==> config.mk <==
export PLATFORM = sky130hd
export DESIGN_NAME = instruction_loader_flat
export DESIGN_NICKNAME = d
export VERILOG_FILES = /design/src/rtl/instruction_loader_if.sv /design/src/rtl/instruction_loader.sv /design/src/flat_wrapper.sv
export SDC_FILE = /design/constraint.sdc
export NUM_CORES = 1
export LEC_CHECK = 0
export CAP_MARGIN = 20
export CORE_ASPECT_RATIO = 1.1
export CORE_MARGIN = 10
export CORE_UTILIZATION = 32
export DETAILED_ROUTE_END_ITERATION = 7
export HOLD_SLACK_MARGIN = 0.12
export PLACE_DENSITY = 0.55
export SETUP_SLACK_MARGIN = 0.4
export SYNTH_ARGS = -nofsm -noshare
export SYNTH_HDL_FRONTEND = slang
export SYNTH_SLANG_ARGS = --single-unit
==> constraint.sdc <==
create_clock -name i_clk -period 1.9 [get_ports i_clk]
set_input_delay 0.38 -clock i_clk [delete_from_list [all_inputs] [get_ports i_clk]]
set_output_delay 0.38 -clock i_clk [all_outputs]
set_load 0.05 [all_outputs]
==> src/rtl/instruction_loader_if.sv <==
// +----------------------------------------------------------------------------+
// | instruction_loader_if                                                      |
// | Byte-stream handshake and instruction-memory write port of the loader.     |
// | Revision: 1.0                                                              |
// +----------------------------------------------------------------------------+
`default_nettype none

`ifndef BYTE_SIZE
`define BYTE_SIZE 8
`endif

interface instruction_loader_if #(
  parameter int WORD_SIZE_IN_BYTES = 4
);
  logic                                       i_byte_valid;
  logic [`BYTE_SIZE-1:0]                      i_byte;
  logic                                       o_byte_ready;
  logic                                       o_instruction_write;
  logic [WORD_SIZE_IN_BYTES*`BYTE_SIZE-1:0]   o_instruction;

  // Upstream byte source and instruction-memory side
  modport master (
    output i_byte_valid,
    output i_byte,
    input  o_byte_ready,
    input  o_instruction_write,
    input  o_instruction
  );

  // Loader side
  modport slave (
    input  i_byte_valid,
    input  i_byte,
    output o_byte_ready,
    output o_instruction_write,
    output o_instruction
  );
endinterface

`default_nettype wire

==> src/rtl/instruction_loader.sv <==
// +----------------------------------------------------------------------------+
// | instruction_loader                                                         |
// | Assembles a byte stream into instruction words and strobes them into the   |
// | instruction memory until a halt word (all zeros) or memory is full.        |
// | Option: INSTRUCTION_LOADER_BIG_ENDIAN_EN puts the first byte in the MSB.   |
// | Revision: 1.0                                                              |
// +----------------------------------------------------------------------------+
`default_nettype none

`ifndef BYTE_SIZE
`define BYTE_SIZE 8
`endif

module instruction_loader #(
  parameter int WORD_SIZE_IN_BYTES = 4,
  parameter int MEM_SIZE_IN_WORDS  = 10
) (
  input  logic                                   i_clk,
  input  logic                                   i_reset,
  input  logic                                   i_start,
  instruction_loader_if.slave                    bus,
  output logic [$clog2(MEM_SIZE_IN_WORDS+1)-1:0] o_word_count,
  output logic                                   o_done,
  output logic                                   o_error
);

  localparam int c_word_w = WORD_SIZE_IN_BYTES * `BYTE_SIZE;
  localparam int c_idx_w  = (WORD_SIZE_IN_BYTES > 1) ? $clog2(WORD_SIZE_IN_BYTES) : 1;
  localparam int c_cnt_w  = $clog2(MEM_SIZE_IN_WORDS + 1);

  localparam logic [c_idx_w-1:0] c_last_idx  = c_idx_w'(WORD_SIZE_IN_BYTES - 1);
  localparam logic [c_cnt_w-1:0] c_mem_words = c_cnt_w'(MEM_SIZE_IN_WORDS);

  localparam logic [1:0] c_st_idle    = 2'd0;
  localparam logic [1:0] c_st_collect = 2'd1;
  localparam logic [1:0] c_st_write   = 2'd2;
  localparam logic [1:0] c_st_done    = 2'd3;

  logic [1:0]          r_state;
  logic [c_idx_w-1:0]  r_byte_idx;
  logic [c_word_w-1:0] r_instruction;
  logic [c_cnt_w-1:0]  r_word_count;
  logic                r_error;

  logic                w_accept;
  logic                w_halt;
  logic [c_idx_w-1:0]  w_lane;
  logic [c_cnt_w-1:0]  w_count_next;

  assign w_accept     = bus.i_byte_valid && (r_state == c_st_collect);
  assign w_halt       = (r_instruction == '0);
  assign w_count_next = r_word_count + c_cnt_w'(1);

`ifdef INSTRUCTION_LOADER_BIG_ENDIAN_EN
  assign w_lane = c_last_idx - r_byte_idx;
`else
  assign w_lane = r_byte_idx;
`endif

  always_ff @(posedge i_clk or negedge i_reset) begin
    if (!i_reset) begin
      r_state       <= c_st_idle;
      r_byte_idx    <= '0;
      r_instruction <= '0;
      r_word_count  <= '0;
      r_error       <= 1'b0;
    end else begin
      case (r_state)
        c_st_idle, c_st_done: begin
          if (i_start) begin
            r_state      <= c_st_collect;
            r_byte_idx   <= '0;
            r_word_count <= '0;
            r_error      <= 1'b0;
          end
        end
        c_st_collect: begin
          if (w_accept) begin
            r_instruction[int'(w_lane)*`BYTE_SIZE +: `BYTE_SIZE] <= bus.i_byte;
            if (r_byte_idx == c_last_idx) begin
              r_byte_idx <= '0;
              r_state    <= c_st_write;
            end else begin
              r_byte_idx <= r_byte_idx + c_idx_w'(1);
            end
          end
        end
        c_st_write: begin
          r_word_count <= w_count_next;
          // A halt word landing in the last slot is a clean finish, not an overflow.
          if (w_halt) begin
            r_state <= c_st_done;
            r_error <= 1'b0;
          end else if (w_count_next == c_mem_words) begin
            r_state <= c_st_done;
            r_error <= 1'b1;
          end else begin
            r_state <= c_st_collect;
          end
        end
        default: r_state <= c_st_idle;
      endcase
    end
  end

  assign bus.o_byte_ready        = (r_state == c_st_collect);
  assign bus.o_instruction_write = (r_state == c_st_write);
  assign bus.o_instruction       = r_instruction;
  assign o_word_count            = r_word_count;
  assign o_done                  = (r_state == c_st_done);
  assign o_error                 = r_error;

endmodule

`default_nettype wire
==> src/flat_wrapper.sv <==
// flat-port wrapper written by rule: the top's interface ports become plain ports
module instruction_loader_flat 
#(
  parameter int WORD_SIZE_IN_BYTES = 4,
  parameter int MEM_SIZE_IN_WORDS  = 10
)
  (i_clk, i_reset, i_start, o_word_count, o_done, o_error, bus_i_byte_valid, bus_i_byte, bus_o_byte_ready, bus_o_instruction_write, bus_o_instruction);
  instruction_loader_if #(.WORD_SIZE_IN_BYTES(WORD_SIZE_IN_BYTES)) bus_i ();
  input  logic i_clk;
  input  logic i_reset;
  input  logic i_start;
  output logic [$clog2(MEM_SIZE_IN_WORDS+1)-1:0] o_word_count;
  output logic o_done;
  output logic o_error;
  input wire logic [$bits(bus_i.i_byte_valid)-1:0] bus_i_byte_valid;
  input wire logic [$bits(bus_i.i_byte)-1:0] bus_i_byte;
  output wire logic [$bits(bus_i.o_byte_ready)-1:0] bus_o_byte_ready;
  output wire logic [$bits(bus_i.o_instruction_write)-1:0] bus_o_instruction_write;
  output wire logic [$bits(bus_i.o_instruction)-1:0] bus_o_instruction;
  assign bus_i.i_byte_valid = bus_i_byte_valid;
  assign bus_i.i_byte = bus_i_byte;
  assign bus_o_byte_ready = bus_i.o_byte_ready;
  assign bus_o_instruction_write = bus_i.o_instruction_write;
  assign bus_o_instruction = bus_i.o_instruction;
  instruction_loader #(.WORD_SIZE_IN_BYTES(WORD_SIZE_IN_BYTES), .MEM_SIZE_IN_WORDS(MEM_SIZE_IN_WORDS)) u_core (.i_clk(i_clk), .i_reset(i_reset), .i_start(i_start), .bus(bus_i), .o_word_count(o_word_count), .o_done(o_done), .o_error(o_error));
endmodule
==> results.sh <==
export IMPL_status="complete, no violations"
export IMPL_busiest_layer="met2"
export IMPL_place_area_sq_mm=0.002621
export IMPL_period_minus_slack_ns=1.539
export IMPL_regToRegEndpoint="u_core.bus.o_instruction[9]"
export IMPL_layout_common_cells="buf_4 (52), a22o_1 (36), dfrtp_1 (36), clkdlybuf4s50_1 (10), buf_6 (7)"
export IMPL_yosysSeqAreaShare_pct=52.80
export IMPL_routed_wirelength_um=5763
export IMPL_relSlewSlack_pct=47.01
export IMPL_initial_core_util_pct=33.26
export IMPL_syn_nets=176
export IMPL_met1_usage_pct=14.44
export IMPL_wl_per_cell_um=18.53
export IMPL_worstPathRequired_ns=1.52
export IMPL_nFillCells=533
export IMPL_r2r_cells=7
export IMPL_power_leakage_nw=1.382
export IMPL_grt_max_degree=36
export IMPL_grt_pass1_wl_um=9418
export IMPL_ys_types=30
export IMPL_gp_congestion=0.8323
export IMPL_tritoncts="done"
export IMPL_powerDensity_mw_per_mm2=1971
export IMPL_critPathSlowestCell="dfrtp_1"
export IMPL_chipWidth_um=94.30
export IMPL_synth_area_sq_mm=0.001943
export IMPL_critPathMaxFanout=3
export IMPL_synth_seq_cells=41
export IMPL_cap_viol_max_count=0
export IMPL_netlist_instances=152
export IMPL_ff_latch_area_sq_mm=0.001032
export IMPL_yosysTopAreaCellShare_pct=52.80
export IMPL_finalCritPeriodShare_pct=80.99
export IMPL_power_mw=5.837
export IMPL_slowest_delay_ns=0.40
export IMPL_drv_slew=0
export IMPL_nets=257
export IMPL_dp_hpwl_um=4316
export IMPL_use_met3_pct=4.660
export IMPL_worst_slew_pin_transition_ns=0.7949
export IMPL_firstDrtPassIters=4
export IMPL_layout_commonest_cell="buf_4"
export IMPL_cp_top_family="flip-flops"
export IMPL_synth_top_flop_cell="dfrtp_1"
export IMPL_drcViolationCount=0
export IMPL_setup_worst_path_end_class="output pin"
export IMPL_multi_input_area_sq_mm=0.001017
export IMPL_hold_class="input port to async pin"
export IMPL_async_reset_ff_share_pct=100.0
export IMPL_place_inst=290
export IMPL_io_pins=52
export IMPL_insertion_delay_ns=0.29
export IMPL_rsz0062_at_grt="yes"
export IMPL_synth_warnings=0
export IMPL_grt_overflow=0
export IMPL_yosysTopAreaCell="dfrtp_1"
export IMPL_dieArea_sq_mm=0.009593
export IMPL_drive_gt1_share_pct=45.30
export IMPL_rrSetupSlack_ns=0.36
export IMPL_clock_path_buffers=2
export IMPL_critPathKind="flop to output pin"
export IMPL_setup_tns_final_ns=0
export IMPL_groute_usage_overall_pct=12.40
export IMPL_ant_nets=0
export IMPL_dieHeight_um=101.7
export IMPL_row_count=29
export IMPL_crit_arrival_ns=1.16
export IMPL_avgSynthCellArea_sq_um=12.78
export IMPL_root_buffer="clkbuf_8"
export IMPL_clock_skew_ns=0.005101
export IMPL_grt_antenna_before_repair=0
export IMPL_critPathLaunchType="flop"
export IMPL_drt_iter0_drc=41
export IMPL_fmaxAchievable_mhz=649.9
export IMPL_synth_edf_count=0
export IMPL_fin_cells=311
export IMPL_finalSetupViolCount=0
export IMPL_path_clk_slew_ns=0.08
export IMPL_grt_pass1_vias=1775
export IMPL_reg2reg_from="u_core.r_state[1]"
export IMPL_yosys_top_cells_area="dfrtp_1 (53%), a22o_1 (16%), ha_1 (7.7%)"
export IMPL_cts_sinks=41
export IMPL_core_area_sq_mm=0.005842
export IMPL_fin_area_sq_mm=0.002962
export IMPL_crit_path_cell_trace="buf_6 -> ha_2 -> buf_12"
export IMPL_vias=1616
export IMPL_hold_viol=0
export IMPL_via_per_inst=5.196
export IMPL_htreeDepth=2
export IMPL_peakVddDrop_v=0.001125
export IMPL_io_buffers=51
export IMPL_gr_usage_met2_pct=20.82
export IMPL_n_antenna_cell=0
export IMPL_area_growth_pct=52.41
export IMPL_cts_buffers=5
export IMPL_critPathBufInv=2
## sequential cells by signal (all words and copies together), names as in the netlist
| name | flops |
|---|---|
| u_core.bus.o_instruction | 32 |
| u_core.o_error | 1 |
| u_core.o_word_count | 4 |
| u_core.r_byte_idx | 2 |
| u_core.r_state | 2 |
## through the flow
step                      util, %  hold WS (ns)  setup slack (ns)
final                       50.70        0.1664            0.3613
after global routing        50.70        0.2276            0.2715
after global placement      44.87        0.4946           0.04440
after detailed placement    44.87        0.5143         -0.007372
after CTS                   49.75        0.1941            0.3223
after floorplan                 -       0.08441            0.2300
## final cells by class
| cell class | instances | area share, % |
|---|---|---|
| Clock inverter | 3 | 1.563 |
| Multi-Input combinational cell | 104 | 34.35 |
| Sequential cell | 41 | 34.85 |
| Inverter | 5 | 0.7182 |
| Timing Repair Buffer | 76 | 22.94 |
| Tap cell | 77 | 3.253 |
| Clock buffer | 5 | 2.324 |
## layer usage
metal / vias to the layer above / part of all wire (%)
met5: - / 0
met4: 0 / 1.0
met3: 6 / 7.7
met2: 49 / 51
met1: 802 / 41
li1: 759 / -
## worst max-delay path by stage
stage,from,endpoint,slack (ns),cells after the start
5_1_grt,u_core.r_state[1],u_core.bus.o_instruction[17],0.27,7
6_report,u_core.r_state[0],o_done,0.36,3
3_3_place_gp,bus_i_byte_valid,u_core.bus.o_instruction[12],0.04,5
4_1_cts,u_core.r_state[1],u_core.bus.o_instruction[22],0.32,7
2_1_floorplan,u_core.r_state[1],u_core.bus.o_instruction[11],0.23,6
3_5_place_dp,bus_i_byte_valid,u_core.bus.o_instruction[9],-0.007,5
## synth_stat cells (2+ instances only)
cell       n
dfrtp_1   41
a22o_1    36
ha_1      12
nor4_1     8
o21ai_0    7
nand2_1    5
nand3_1    5
nor2_1     5
a21oi_1    4
inv_1      4
nor4b_4    3
nand2b_1   2
nand3_2    2
nand4_1    2
## repair_timing
| item | in CTS | in global routing |
|---|---|---|
| cloned | 0 | 0 |
| setup endpoints to repair | 43 | 39 |
| gates resized for setup | 16 | 10 |
| pin swaps | 24 | 17 |
| setup buffers | 13 | 0 |
| hold endpoints to repair | 0 | 0 |
| hold buffers | 0 | 0 |
## kinds of logic after synthesis
family                   synth area share [%]
buffers and inverters                   2.061
adder cells (fa/ha/maj)                 7.727
multiplexers                           0.5795
flip-flops                              52.80
AND/OR/NAND/NOR                         14.81
AO/OA/AOI/OAI                           22.02
## where the power goes
group | leakage [nW] | internal, mW | switching (mW)
logic | 0.775 | 1.51 | 2.09
clock network | 0.0543 | 0.393 | 0.322
registers | 0.553 | 1.17 | 0.342
total | 1.38 | 3.08 | 2.76
Power figures use the tool's default switching activity.
